--- src/rtl/mem_stage.sv ---
// MEM pipeline stage: issues loads/stores on a req/gnt/rvalid port and forms the MEM->WB bus.
// Optional define MEM_ALIGN_CHK_EN turns misaligned half/word accesses into exceptions instead of requests.
module mem_stage #(
  parameter int unsigned XLEN = 32,
  parameter int unsigned RA_W = 5,
  parameter int unsigned EX_W = 3*XLEN+4+RA_W+1,
  parameter int unsigned WB_W = 2*XLEN+RA_W+2
) (
  input  logic            clk_i,
  input  logic            rst_i,
  input  logic [EX_W-1:0] ex2mem_bus_i,
  input  logic            mem_valid_i,
  input  logic            ctl_wb_allow_in_i,
  output logic            ctl_mem_allow_in_o,
  output logic            ctl_mem_over_o,
  output logic [WB_W-1:0] mem2wb_bus_o,
  output logic            dmem_req_o,
  output logic            dmem_we_o,
  output logic [XLEN-1:0] dmem_addr_o,
  output logic [3:0]      dmem_wstrb_o,
  output logic [XLEN-1:0] dmem_wdata_o,
  input  logic            dmem_gnt_i,
  input  logic            dmem_rvalid_i,
  input  logic [XLEN-1:0] dmem_rdata_i
);

  typedef enum logic [1:0] {IDLE, REQ, WAIT, DONE} state_e;

  state_e            state;
  logic [XLEN-1:0]   in_pc, in_alu, in_st;
  logic [3:0]        in_op;
  logic [RA_W-1:0]   in_rd;
  logic              in_we;
  logic              in_load, in_store, in_mis, accept;
  logic [XLEN-1:0]   r_pc, r_alu;
  logic [3:0]        r_op;
  logic [RA_W-1:0]   r_rd;
  logic              r_we;

  assign {in_pc, in_alu, in_st, in_op, in_rd, in_we} = ex2mem_bus_i;

  function automatic logic [3:0] lane_strb(input logic [3:0] op, input logic [1:0] a);
    case (op)
      4'd9:    return 4'b0001 << a;
      4'd10:   return a[1] ? 4'b1100 : 4'b0011;
      4'd11:   return 4'hF;
      default: return 4'h0;
    endcase
  endfunction

  function automatic logic [XLEN-1:0] lane_data(input logic [3:0] op, input logic [XLEN-1:0] st);
    case (op)
      4'd9:    return {(XLEN/8){st[7:0]}};
      4'd10:   return {(XLEN/16){st[15:0]}};
      4'd11:   return st;
      default: return '0;
    endcase
  endfunction

  // Select the addressed byte/half of the returned word and extend it.
  function automatic logic [XLEN-1:0] load_ext(input logic [3:0] op, input logic [1:0] a,
                                               input logic [XLEN-1:0] w);
    logic [7:0]  b;
    logic [15:0] h;
    case (a)
      2'd0:    b = w[7:0];
      2'd1:    b = w[15:8];
      2'd2:    b = w[23:16];
      default: b = w[31:24];
    endcase
    h = a[1] ? w[31:16] : w[15:0];
    case (op)
      4'd1:    return {{(XLEN-8){b[7]}}, b};
      4'd2:    return {{(XLEN-16){h[15]}}, h};
      4'd4:    return {{(XLEN-8){1'b0}}, b};
      4'd5:    return {{(XLEN-16){1'b0}}, h};
      default: return w;
    endcase
  endfunction

  always_comb begin
    in_load  = in_op inside {4'd1, 4'd2, 4'd3, 4'd4, 4'd5};
    in_store = in_op inside {4'd9, 4'd10, 4'd11};
`ifdef MEM_ALIGN_CHK_EN
    in_mis   = ((in_op inside {4'd2, 4'd5, 4'd10}) && in_alu[0]) ||
               ((in_op inside {4'd3, 4'd11}) && (in_alu[1:0] != 2'b00));
`else
    in_mis   = 1'b0;
`endif
    ctl_mem_allow_in_o = (state == IDLE) || ((state == DONE) && ctl_wb_allow_in_i);
    accept             = mem_valid_i && ctl_mem_allow_in_o;
  end

  always_ff @(posedge clk_i) begin
    if (!rst_i) begin
      state          <= IDLE;
      ctl_mem_over_o <= 1'b0;
      mem2wb_bus_o   <= '0;
      dmem_req_o     <= 1'b0;
      dmem_we_o      <= 1'b0;
      dmem_addr_o    <= '0;
      dmem_wstrb_o   <= '0;
      dmem_wdata_o   <= '0;
      r_pc           <= '0;
      r_alu          <= '0;
      r_op           <= '0;
      r_rd           <= '0;
      r_we           <= 1'b0;
    end else begin
      case (state)
        REQ: if (dmem_gnt_i) begin
          dmem_req_o <= 1'b0;
          if (r_op inside {4'd9, 4'd10, 4'd11}) begin
            state          <= DONE;
            ctl_mem_over_o <= 1'b1;
            mem2wb_bus_o   <= {r_pc, r_alu, r_rd, r_we, 1'b0};
          end else begin
            state <= WAIT;
          end
        end
        WAIT: if (dmem_rvalid_i) begin
          state          <= DONE;
          ctl_mem_over_o <= 1'b1;
          mem2wb_bus_o   <= {r_pc, load_ext(r_op, r_alu[1:0], dmem_rdata_i), r_rd, r_we, 1'b0};
        end
        DONE: if (ctl_wb_allow_in_i) begin
          state          <= IDLE;
          ctl_mem_over_o <= 1'b0;
        end
        default: ;
      endcase

      // A new instruction overrides whatever DONE just decided.
      if (accept) begin
        r_pc  <= in_pc;
        r_alu <= in_alu;
        r_op  <= in_op;
        r_rd  <= in_rd;
        r_we  <= in_we && !in_store;
        if (in_mis) begin
          state          <= DONE;
          ctl_mem_over_o <= 1'b1;
          mem2wb_bus_o   <= {in_pc, in_alu, in_rd, 1'b0, 1'b1};
        end else if (in_load || in_store) begin
          state          <= REQ;
          ctl_mem_over_o <= 1'b0;
          dmem_req_o     <= 1'b1;
          dmem_we_o      <= in_store;
          dmem_addr_o    <= {in_alu[XLEN-1:2], 2'b00};
          dmem_wstrb_o   <= lane_strb(in_op, in_alu[1:0]);
          dmem_wdata_o   <= lane_data(in_op, in_st);
        end else begin
          state          <= DONE;
          ctl_mem_over_o <= 1'b1;
          mem2wb_bus_o   <= {in_pc, in_alu, in_rd, in_we, 1'b0};
        end
      end
    end
  end

endmodule

--- config.mk ---
export PLATFORM = sky130hd
export DESIGN_NAME = mem_stage
export DESIGN_NICKNAME = d
export VERILOG_FILES = /design/src/rtl/mem_stage.sv
export SDC_FILE = /design/constraint.sdc
export NUM_CORES = 1
export LEC_CHECK = 0
export ABC_AREA = 1
export BUFFER_PORTS_ARGS = -buffer_cell sky130_fd_sc_hd__buf_2
export CORE_MARGIN = 4
export CORE_UTILIZATION = 57
export DETAILED_ROUTE_END_ITERATION = 8
export PLACE_DENSITY = 0.86
export SETUP_SLACK_MARGIN = 0.1
export SYNTH_ARGS = -nofsm -noshare
export SYNTH_HDL_FRONTEND = slang
export SYNTH_SLANG_ARGS = --single-unit
--- constraint.sdc ---
create_clock -name clk_i -period 2.9 [get_ports clk_i]
set_input_delay 0.29 -clock clk_i [delete_from_list [all_inputs] [get_ports clk_i]]
set_output_delay 0.29 -clock clk_i [all_outputs]
set_load 0.1 [all_outputs]
---- Word level (Yosys, flattened, before mapping) ----
Index checks and enable logic that the tools add are counted.
storage, ports and cells
  flip-flop bits (word level) ............. 216
  output and inout port bits .............. 143
  word-level logic and storage cells ...... 83
operators by class
  equality and inequality tests ........... 24
  shifts and indexed selects .............. 1
  muxes and demuxes ....................... 30
  reduce and logical (&&, ||, !) cells .... 15
operator list
  cell                                                                    number
  71-bit two-way mux                                                      5
  71-bit case mux with 2 select lines                                     1
  32-bit case mux with 4 select lines                                     1
  32-bit case mux with 3 select lines                                     1
  4-bit equality test (second input constant)                             6
  8-bit case mux with 3 select lines                                      1
  4-bit by 3-bit equality test with 1-bit output (second input constant)  4
  16-bit two-way mux                                                      1
  4-bit by 2-bit equality test with 1-bit output (second input constant)  3
  3-bit != test (second input constant)                                   4
  4-bit case mux with 3 select lines                                      1
  1-bit two-way mux                                                       11
  2-bit two-way mux                                                       5
  4-bit by 1-bit equality test with 1-bit output (second input constant)  2
  2-bit equality test (second input constant)                             3
  2-bit case mux with 3 select lines                                      1
  3-bit nonzero test                                                      2
  5-bit AND reduction                                                     1
  5-bit nonzero test                                                      1
  2-bit by 1-bit equality test with 1-bit output (second input constant)  2
  2-bit zero test                                                         2
  4-bit two-way mux                                                       1
  4-bit AND reduction                                                     1
  4-bit nonzero test                                                      1
  6 further kinds                                                         9

---- Logic depth before layout (Yosys ltp) ----
  word-level depth ........................ 7
  mapped depth ............................ 14
  mapped depth without buffers ............ 13

---- Worst setup path before layout ----
No wires, ideal clock.
  path kind ............................... register to register
  start point ............................. reg state[0]
  end point ............................... reg mem2wb_bus_o[48]
  library setup time ...................... 135 ps
  arrival time ............................ 2372 ps
  data required time ...................... 2765 ps
  setup slack ............................. 393 ps
  stages on the path, launching flop included .. 13
  buffers on the path ..................... 2
  path through ............................ dfxtp_1 inv_1 ha_1 inv_1 nand2_1 nand2_1 inv_1 nand2_1 inv_2 buf_4 buf_2 a21oi_1 a22oi_1
on the way
  longest elaborated chain between the ends .. 5
  elaborated cells on any way between the ends .. 10
  those cells by class .................... eq/ne: 3; mux: 3; reduce/logical: 4
ends and longest elaborated chain
  what                    line  RTL
  start, declared         29    state_e state;
  start signal, assigned  96    state <= IDLE;
  start signal, assigned  114   state <= DONE;
  start signal, assigned  118   state <= WAIT;
  2-bit equality test     90    ctl_mem_allow_in_o = (state == IDLE) || ((state == DONE) && ctl_wb_allow_in_i);
  1-bit logical AND       90
  1-bit logical OR (*)    90
  via ctl_mem_allow_in_o  14    output logic ctl_mem_allow_in_o,
  1-bit logical AND (*)   91    accept = mem_valid_i && ctl_mem_allow_in_o;
  71-bit two-way mux (*)  134   if (accept) begin
  end signal, assigned    116   mem2wb_bus_o <= {r_pc, r_alu, r_rd, r_we, 1'b0};
  end signal, assigned    143   mem2wb_bus_o <= {in_pc, in_alu, in_rd, 1'b0, 1'b1};
  end signal, assigned    155   mem2wb_bus_o <= {in_pc, in_alu, in_rd, in_we, 1'b0};
  end, declared           16    output logic [WB_W-1:0] mem2wb_bus_o,
The timed path passes the listed nets; every way through them passes the cells marked *.
A chain may end at the register's enable or synchronous reset.

---- Worst setup path after layout ----
  start point ............................. reg state[1]
  end point ............................... reg mem2wb_bus_o[61]
on the way
  longest elaborated chain between the ends .. 5
  elaborated cells on any way between the ends .. 10
  those cells by class .................... eq/ne: 3; mux: 3; reduce/logical: 4
ends and longest elaborated chain
  what                                                                                         line
  parallel branches: the longest is 4 deep, another holds 71-bit case mux with 2 select lines  -
  71-bit two-way mux (*)                                                                       134
Every way passes the cells marked *.

==> out/qor.csv <==
metric,value,unit
run status,"finished, final reports clean",
post-cts hold buffer count,0,
cts bufs inserted,23,
number of synthesized register bits,216,
DR WL/cell,16.9,um
wire length reported by the detailed router,33400,um
leading area contributor after synthesis,sky130_fd_sc_hd__dfxtp_1,
worst ir drop on vdd,1010,uV
die area,0.0203,mm2
DRC marker count from the first detailed-route iteration,1096,
DR vias,11400,
count of final setup violators,0,
max-cap violations,0,
starting density of the core,59.0,%
worst skew pair latency,0.52,ns
measured slew at the worst slew-check pin,1.00,ns
initial antenna violation count,4,
area share of the leading cell type in the synthesized netlist,42.0,%
quantity of I/O buffers inserted on ports,284,
number of buffers and inverters on the critical path,3,
endpoint required time on the critical path,3.27,ns
startpoint type of the worst setup path,flip-flop,
antenna-violating nets left,0,
global-route wire length before repair,53000,um
Ys Warns,0,
Final Max Slew Viols,0,
total power,14.6,mW
number of iterations in the first detailed-routing pass,6,
via count of the first global-routing pass,10500,
total area of multi-input combinational cells,0.00512,mm2
Leak Pwr,5.77,nW
worst setup path category,reg2reg,
largest stage delay on the critical path,0.40,ns
post-synthesis async set-or-reset flop share,0,%
clock tree from TritonCTS,done,
number of hold violations in the final report,0,
estimated wirelength of the detail-placed design,23100,um
biggest area contributors in the synthesized netlist,"sky130_fd_sc_hd__dfxtp_1 42%, sky130_fd_sc_hd__nand2_1 11%, sky130_fd_sc_hd__nor2_1 9.4%, sky130_fd_sc_hd__o21ai_0 9.2%, sky130_fd_sc_hd__a21oi_1 7.5%",
Power Density,1180,mW/mm2
nets@finish,1887,
cell family contributing the most delay on the critical path,buffers and inverters,
Tmin final,2.38,ns
Unique masters post-synth,38,
Worst slew margin,33.0,%
cells after synthesis,1514,
floorplan die width,142,um
pin count of the biggest net entering global routing,145,
total clock sinks,216,
core area,0.0175,mm2
detailed-route DRC error count,0,
Clock Tree Buf Depth,3,
register clock-pin slew on the reported worst setup and hold paths,0.06,ns
total number of H-tree levels,1,
Synth-to-Final Area Change,20.3,%
worst hold slack,0.0400,ns
worst-path cell chain,"inv_1, ha_1, inv_1, o21ai_0, a21oi_1, nand2_2, buf_4, a21oi_1, a22oi_1",
Post-CTS Resized,0,
post-route fraction of the period consumed by the critical path,82.0,%
drt via density,5.75,
height of the die,142,um
most instantiated flip-flop cell in the synthesis netlist,sky130_fd_sc_hd__dfxtp_1,
final worst clock skew,0.0177,ns
maximum clock rate,420,MHz
"count leader, synth",sky130_fd_sc_hd__nand2_1,
sum of negative setup slack,0,ns
setup bufs post-CTS,0,
most instantiated cells after synthesis,"298 x sky130_fd_sc_hd__nand2_1, 257 x sky130_fd_sc_hd__nor2_1, 216 x sky130_fd_sc_hd__dfxtp_1",
Clock Root Buffer,sky130_fd_sc_hd__clkbuf_16,
average instance area after synthesis,6.81,um2
GP Congestion,0.969,
gr ovfl total,0,
setup repair after global routing missed its margin,no,
synthesized area,0.0103,mm2
number of rows in the core area,48,
crit path max-delay cell type,sky130_fd_sc_hd__dfxtp_1,
combined global-route utilization of all metal layers,31.6,%
hold crit path type,in2reg,
reg-to-reg setup timing slack,0.52,ns
fraction of layout instances using a drive strength above 1,21.7,%
capturing element type of the critical path,flip-flop,
Filler cells,1465,
worst endpoint data arrival time,2.75,ns
sequential element share of the synthesized area,42.0,%
highest fanout seen on the critical path,45,
number of ports placed on the die boundary,287,
number of enable-type register cells in the synthesized netlist,0,
sequential cell area,0.00432,mm2
-- worst paths after layout --
check                    startpoint                          end  cells past startpoint
max reg2reg   state[1]$_SDFFE_PN0P_  mem2wb_bus_o[61]$_SDFF_PN0_                      9
min reg2reg  r_alu[31]$_SDFFE_PN0P_       r_alu[31]$_SDFFE_PN0P_                      2
min               ex2mem_bus_i[103]        r_pc[29]$_SDFFE_PN0P_                      3
max           state[1]$_SDFFE_PN0P_  mem2wb_bus_o[61]$_SDFF_PN0_                      9
-- worst register-to-register path: cells and delay by family (launching register included) --
kind,cells,cell delay [ns]
AO/OA/AOI/OAI,4,0.74
AND/OR/NAND/NOR,1,0.06
flip-flops,1,0.40
adder cells (fa/ha/maj),1,0.20
buffers and inverters,3,0.82
-- registers in the layout, indices dropped and copies added (netlist names) --
signal / count
r_alu: 32
ctl_mem_over_o: 1
r_rd: 5
mem2wb_bus_o: 71
dmem_we_o: 1
dmem_req_o: 1
state: 2
r_we: 1
dmem_wdata_o: 32
r_op: 4
dmem_wstrb_o: 4
dmem_addr_o: 30
r_pc: 32
-- stage by stage --
step,instance area (um2),std cells,setup WS (ns),utilization (%)
after floorplan,10300,1515,0.393,-
after global placement,11600,1938,0.696,66.6
after detailed placement,11600,1938,0.578,66.6
after CTS,12400,1980,0.545,70.9
after global routing,12400,1983,0.278,71.0
final,12400,1983,0.522,71.0
-- layer usage --
layer / share of wire [%] / vias up / GRT usage [%]
met3: 11 / 99 / 7.19
met1: 40 / 5227 / 42.3
met5: 0.021 / - / 0
met2: 46 / 628 / 50.6
met4: 3.8 / 2 / 10.9
li1: - / 5439 / -
-- cells in the final DEF (no fill, tap or decap), types with 9 or more instances in the layout --
master / count
sky130_fd_sc_hd__a21oi_1: 155
sky130_fd_sc_hd__a22oi_1: 29
sky130_fd_sc_hd__buf_2: 283
sky130_fd_sc_hd__buf_4: 18
sky130_fd_sc_hd__clkbuf_16: 23
sky130_fd_sc_hd__dfxtp_1: 216
sky130_fd_sc_hd__inv_1: 75
sky130_fd_sc_hd__inv_2: 13
sky130_fd_sc_hd__nand2_1: 297
sky130_fd_sc_hd__nand3_1: 97
sky130_fd_sc_hd__nor2_1: 257
sky130_fd_sc_hd__o211ai_1: 14
sky130_fd_sc_hd__o21ai_0: 190
sky130_fd_sc_hd__o21ai_1: 9
-- power by group --
group / leakage [nW] / internal [mW] / switching (mW) / total [mW]
sequential: 1.77 / 3.70 / 0.453 / 4.15
combinational: 3.62 / 1.48 / 6.04 / 7.52
clock: 0.374 / 1.70 / 1.21 / 2.91
total: 5.77 / 6.87 / 7.71 / 14.6
-- cell families (layout without fill, tap and decap cells) --
logic type	after synthesis	count (layout)	synth area share, %
buf+inv	194	434	8.39
simple gates	678	678	26.9
other cells	1	5	0.0364
flops	216	216	42.0
compound gates	420	420	22.1
fa+ha+maj	5	5	0.607
-- cell type report --
cell class,count,share of cell area [%]
multi-input cells,1105,41.3
flip-flops and latches,216,34.9
repair buffers,302,12.7
clock buffers,34,5.38
inverters,90,2.72
well taps,225,2.27
clock inverters,8,0.706
diodes,3,0.0605
(Power assumes the default switching activity.)
